**config.mk**
```make
export PLATFORM = sky130hd
export DESIGN_NAME = system_axil_wr_arbiter
export DESIGN_NICKNAME = d
export VERILOG_FILES = /design/src/rtl/system_arb_pkg.sv /design/src/rtl/system_rr_arb2.sv /design/src/rtl/system_axil_wr_arbiter.sv
export SDC_FILE = /design/constraint.sdc
export NUM_CORES = 1
export LEC_CHECK = 0
export CORE_AREA = 2 2 91 93
export CTS_CLUSTER_SIZE = 25
export DETAILED_ROUTE_END_ITERATION = 8
export DIE_AREA = 0 0 93 95
export PLACE_DENSITY = 0.78
export SLEW_MARGIN = 15
export SYNTH_ARGS = -nofsm -noshare
export SYNTH_HDL_FRONTEND = slang
export SYNTH_SLANG_ARGS = --single-unit
```
**constraint.sdc**
```tcl
create_clock -name aclk -period 3 [get_ports aclk]
set_clock_uncertainty 0.15 [all_clocks]
set_input_delay 0.3 -clock aclk [delete_from_list [all_inputs] [get_ports aclk]]
set_output_delay 0.3 -clock aclk [all_outputs]
set_load 0.01 [all_outputs]
```
**src/rtl/system_arb_pkg.sv**
```systemverilog
// Shared types and constants for the AXI4-Lite write-channel arbiter.
package system_arb_pkg;

    typedef enum logic [2:0] {
        StIdle,
        StAddr,
        StResp,
        StTimeout,
        StDrain
    } arb_state_e;

    localparam logic [1:0] RESP_OKAY   = 2'b00;
    localparam logic [1:0] RESP_SLVERR = 2'b10;

    // One-hot encoding of a 2-way owner index.
    function automatic logic [1:0] onehot2(input logic idx);
        return idx ? 2'b10 : 2'b01;
    endfunction

endpackage

```
**src/rtl/system_rr_arb2.sv**
```systemverilog
// Two-way round-robin picker. Purely combinational; the caller registers the result.
module system_rr_arb2 (
    input  logic [1:0] req_i,
    input  logic       last_i,
    output logic [1:0] gnt_o
);

    // Sole requester wins; on a tie the requester that did not win last time goes first.
    always_comb begin
        gnt_o = 2'b00;
        case (req_i)
            2'b01:   gnt_o = 2'b01;
            2'b10:   gnt_o = 2'b10;
            2'b11:   gnt_o = last_i ? 2'b01 : 2'b10;
            default: gnt_o = 2'b00;
        endcase
    end

endmodule

```
**src/rtl/system_axil_wr_arbiter.sv**
```systemverilog
// 2:1 AXI4-Lite write-channel arbiter with round-robin grant, one outstanding write,
// and a response watchdog that answers SLVERR when the slave never responds.
module system_axil_wr_arbiter
    import system_arb_pkg::*;
#(
    parameter int unsigned ADDR_W  = 32,
    parameter int unsigned DATA_W  = 32,
    parameter int unsigned TIMEOUT = 256
) (
    input  logic                    aclk,
    input  logic                    aresetn,
    input  logic [2*ADDR_W-1:0]     s_awaddr,
    input  logic [1:0]              s_awvalid,
    output logic [1:0]              s_awready,
    input  logic [2*DATA_W-1:0]     s_wdata,
    input  logic [2*DATA_W/8-1:0]   s_wstrb,
    input  logic [1:0]              s_wvalid,
    output logic [1:0]              s_wready,
    output logic [3:0]              s_bresp,
    output logic [1:0]              s_bvalid,
    input  logic [1:0]              s_bready,
    output logic [ADDR_W-1:0]       m_awaddr,
    output logic                    m_awvalid,
    input  logic                    m_awready,
    output logic [DATA_W-1:0]       m_wdata,
    output logic [DATA_W/8-1:0]     m_wstrb,
    output logic                    m_wvalid,
    input  logic                    m_wready,
    input  logic [1:0]              m_bresp,
    input  logic                    m_bvalid,
    output logic                    m_bready,
    output logic [1:0]              grant,
    output logic                    err_timeout,
    input  logic                    err_clr
);

    localparam int unsigned StrbW = DATA_W / 8;
    localparam int unsigned CntW  = (TIMEOUT > 0) ? $clog2(TIMEOUT + 1) : 1;

    arb_state_e      state_q, state_d;
    logic            owner_q, owner_d;
    logic            rr_last_q, rr_last_d;
    logic            aw_done_q, aw_done_d;
    logic            w_done_q, w_done_d;
    logic [CntW-1:0] wd_cnt_q, wd_cnt_d;
    logic            err_q, err_d;
    logic [1:0]      pick_gnt;
    logic            timeout_hit;

    system_rr_arb2 u_rr_arb2 (
        .req_i  (s_awvalid),
        .last_i (rr_last_q),
        .gnt_o  (pick_gnt)
    );

    // State and bookkeeping registers; reset abandons any transaction in flight.
    always_ff @(posedge aclk or negedge aresetn) begin
        if (!aresetn) begin
            state_q   <= StIdle;
            owner_q   <= 1'b0;
            rr_last_q <= 1'b1;
            aw_done_q <= 1'b0;
            w_done_q  <= 1'b0;
            wd_cnt_q  <= '0;
            err_q     <= 1'b0;
        end else begin
            state_q   <= state_d;
            owner_q   <= owner_d;
            rr_last_q <= rr_last_d;
            aw_done_q <= aw_done_d;
            w_done_q  <= w_done_d;
            wd_cnt_q  <= wd_cnt_d;
            err_q     <= err_d;
        end
    end

    // A real response in the expiry cycle takes precedence over the watchdog.
    assign timeout_hit = (TIMEOUT != 0) && !m_bvalid &&
                         (wd_cnt_q >= CntW'(TIMEOUT - 1));

    // Next-state: arbitration, per-channel completion tracking and the watchdog.
    always_comb begin
        state_d   = state_q;
        owner_d   = owner_q;
        rr_last_d = rr_last_q;
        aw_done_d = aw_done_q;
        w_done_d  = w_done_q;
        wd_cnt_d  = wd_cnt_q;
        err_d     = err_q & ~err_clr;
        unique case (state_q)
            StIdle: begin
                if (|s_awvalid) begin
                    state_d   = StAddr;
                    owner_d   = pick_gnt[1];
                    rr_last_d = pick_gnt[1];
                    aw_done_d = 1'b0;
                    w_done_d  = 1'b0;
                end
            end
            StAddr: begin
                aw_done_d = aw_done_q | (m_awvalid & m_awready);
                w_done_d  = w_done_q | (m_wvalid & m_wready);
                if (aw_done_d && w_done_d) begin
                    state_d  = StResp;
                    wd_cnt_d = '0;
                end
            end
            StResp: begin
                if (m_bvalid && m_bready) begin
                    state_d = StIdle;
                end else if (timeout_hit) begin
                    state_d = StTimeout;
                    err_d   = 1'b1;
                end else if (wd_cnt_q != CntW'(TIMEOUT)) begin
                    wd_cnt_d = wd_cnt_q + CntW'(1);
                end
            end
            StTimeout: begin
                if (s_bready[owner_q]) state_d = StDrain;
            end
            StDrain: begin
                if (m_bvalid) state_d = StIdle;
            end
            default: state_d = StIdle;
        endcase
    end

    // Outputs: route the owner's channels to the slave; everything else stays quiet.
    always_comb begin
        m_awaddr  = owner_q ? s_awaddr[ADDR_W +: ADDR_W] : s_awaddr[0 +: ADDR_W];
        m_wdata   = owner_q ? s_wdata[DATA_W +: DATA_W] : s_wdata[0 +: DATA_W];
        m_wstrb   = owner_q ? s_wstrb[StrbW +: StrbW] : s_wstrb[0 +: StrbW];
        m_awvalid = 1'b0;
        m_wvalid  = 1'b0;
        m_bready  = 1'b0;
        s_awready = 2'b00;
        s_wready  = 2'b00;
        s_bvalid  = 2'b00;
        s_bresp   = 4'b0000;
        grant     = (state_q == StIdle) ? 2'b00 : onehot2(owner_q);
        err_timeout = err_q;
        unique case (state_q)
            StAddr: begin
                m_awvalid          = s_awvalid[owner_q] & ~aw_done_q;
                m_wvalid           = s_wvalid[owner_q] & ~w_done_q;
                s_awready[owner_q] = m_awready & ~aw_done_q;
                s_wready[owner_q]  = m_wready & ~w_done_q;
            end
            StResp: begin
                s_bvalid[owner_q]              = m_bvalid;
                s_bresp[{owner_q, 1'b0} +: 2] = m_bresp;
                m_bready                       = s_bready[owner_q];
            end
            StTimeout: begin
                s_bvalid[owner_q]              = 1'b1;
                s_bresp[{owner_q, 1'b0} +: 2] = RESP_SLVERR;
            end
            StDrain: m_bready = 1'b1;
            default: ;
        endcase
    end

endmodule

```
==> run metrics <==
outcome=completed; Fin Hold WS=364 ps; die height=95 um; Final Cycle Share=0.908; Setup CP Type=reg2reg; post-cts sizing count=0; DP HPWL=7950 um; CTS Buf Count=3; Pre-antenna DRT Iters=4; Post-Syn Area=0.00201 sq mm; syn nets=369; Post-Syn Instances=216; Iter 0 DRT Violations=79; htree depth=1; Die Wd=93 um; worst-skew pair later-pin latency=250 ps; RSZ-0062 raised after global routing=false; final hold violation count=0; Routed Antenna Nets=0; DRT Wirelength=9360 um; worst vdd ir=0.251 mV; DR WL/cell=17.0 um; Seq/Total Area, Yosys=0.212; # Max-Cap Violations=0; Slowest-stage cell, CP=dfrtp_1; vias per inst=4.79; gr busiest metal=met2; antenna violations before repair=0; I/O pin count=234; initial core utilization=0.253; # setup viols final=0; vias in the first global route=2664; Critical Path End Type=flip-flop; fin nets=600; CP Max Fanout=5; largest net degree at the start of global routing=32; setup repair bufs after CTS=0; GR Overflow Total=0; Layout Utilization=0.568; Max Freq=367 MHz; top cells by count, synth=mux2_2, dfrtp_1, nor2_1; setup TNS=0 ps; placer congestion estimate=0.833; CP Cell Sequence=ha_1 -> nand3_1 -> nor2b_1 -> ha_1 -> or3_1 -> a21oi_1 -> o21ai_1 -> o311ai_0 -> o41ai_1; Post-CTS Hold Buffers=0; final instance area=0.00450 sq mm; CTS clk-pin slew, worst paths=60 ps; CTS root buf=clkbuf_8; grt met2 use=0.376; Final min period=2720 ps; core area=0.00793 sq mm; GR Util All Layers=0.197; Post-synth EDFFs=0; prevailing post-synth register cell=dfrtp_1; worst path required time=2970 ps; number of cell rows=33; first-pass GRT wire length=13500 um; Worst Tran Pin Value=794 ps; Power Dens Cells=588 mW/mm^2; Via Count=2639; Port Buf Inserts=233; placed instance area=0.00446 sq mm; count leader, synth=mux2_2; final-report max-slew violation count=0; met3 Usage GRT=0.0551; GR Util met1=0.211; Worst path most repeated cell=ha_1; clock sink total=17; post-synth top area share=0.398; dominant cells by area after synthesis=mux2_2, dfrtp_1, a21oi_1, o21ai_0, nor2_1; HP Class=in2async; Pleak=1.74 nW; n_diodes=0; detailed-route DRC error count=0; Area Overhead vs Synth=124%; Critical Path Source Type=flip-flop; syn_area_per_cell=9.30 sq um; total die area=0.00884 sq mm; total power=0.00265 W; WP data arrival=2690 ps; CTS tree=done; Synth cell types=48; Clock Tree Buf Depth=2; yosys warns=0; #FFs+latches synth=17; Synth async-reset ratio=1.00; worst relative slew slack=0.469; max incr delay on CP=420 ps; share of cells above drive strength 1=0.197; largest area contributor in the netlist=mux2_2
==> flip-flops by register name, summed over array words and instances, names as in the netlist <==
register	flops
aw_done_q	1
err_timeout	1
owner_q	1
rr_last_q	1
state_q	3
w_done_q	1
wd_cnt_q	9
==> cell usage in the layout (no fill, tap or decap), types with 3 or more instances in the layout <==
master,count
a21oi_1,12
nand2b_1,3
and2_1,3
o21ai_0,11
nor2_1,14
dfrtp_1,15
mux2_2,71
buf_4,4
nand2_1,7
inv_1,9
nor2b_1,3
clkbuf_8,3
and3_1,7
clkdlybuf4s50_1,233
a31oi_1,3
nor3_1,4
ha_1,3
o31ai_1,3
==> per-stage QoR <==
stage | worst slack [ps] | instances
after floorplan | 604 | 216
after global routing | 27.4 | 551
after CTS | 312 | 551
after detailed placement | 325 | 547
after global placement | 392 | 547
final | 276 | 551
==> cell families after synthesis <==
group	share of synthesized area
compound gates	0.164
buf+inv	0.0417
simple gates	0.148
flops	0.212
fa+ha+maj	0.0237
mux	0.410
==> critical path: cells and delay by family, from the launching register on <==
kind	cells	cell delay [ps]
compound gates	4	980
fa+ha+maj	2	440
flops	1	420
simple gates	3	610
==> final cells by class <==
cell class                      instances  area (sq um)
Sequential cell                        17           430
Tap cell                              105           131
Timing Repair Buffer                  237          2360
Multi-Input combinational cell        179          1500
Clock buffer                            4          45.0
Fill cell                             699          3430
Inverter                                9          33.8
==> report_power, final <==
| group | internal (W) | total (W) | switching (W) |
|---|---|---|---|
| Clock | 0.0000941 | 0.000169 | 0.0000752 |
| Sequential | 0.000284 | 0.000429 | 0.000145 |
| Combinational | 0.00125 | 0.00205 | 0.000796 |
==> routing by layer <==
layer | up-vias | share of wire
met4 | 0 | 0.022
met5 | - | 0
met2 | 135 | 0.54
met1 | 1214 | 0.35
li1 | 1280 | -
met3 | 10 | 0.089
==> final timing paths <==
check	from	endpoint	slack [ps]	cells after the start
max in group asynchronous	aresetn	owner_q	1760	1
worst min-delay path	aresetn	wd_cnt_q[3]	360	1
worst max register to register	wd_cnt_q[0]	wd_cnt_q[6]	280	9
worst max-delay path	wd_cnt_q[0]	wd_cnt_q[6]	280	9
worst min register to register	rr_last_q	rr_last_q	370	2
min in group aclk	rr_last_q	rr_last_q	370	2
Power figures use the tool's default switching activity.
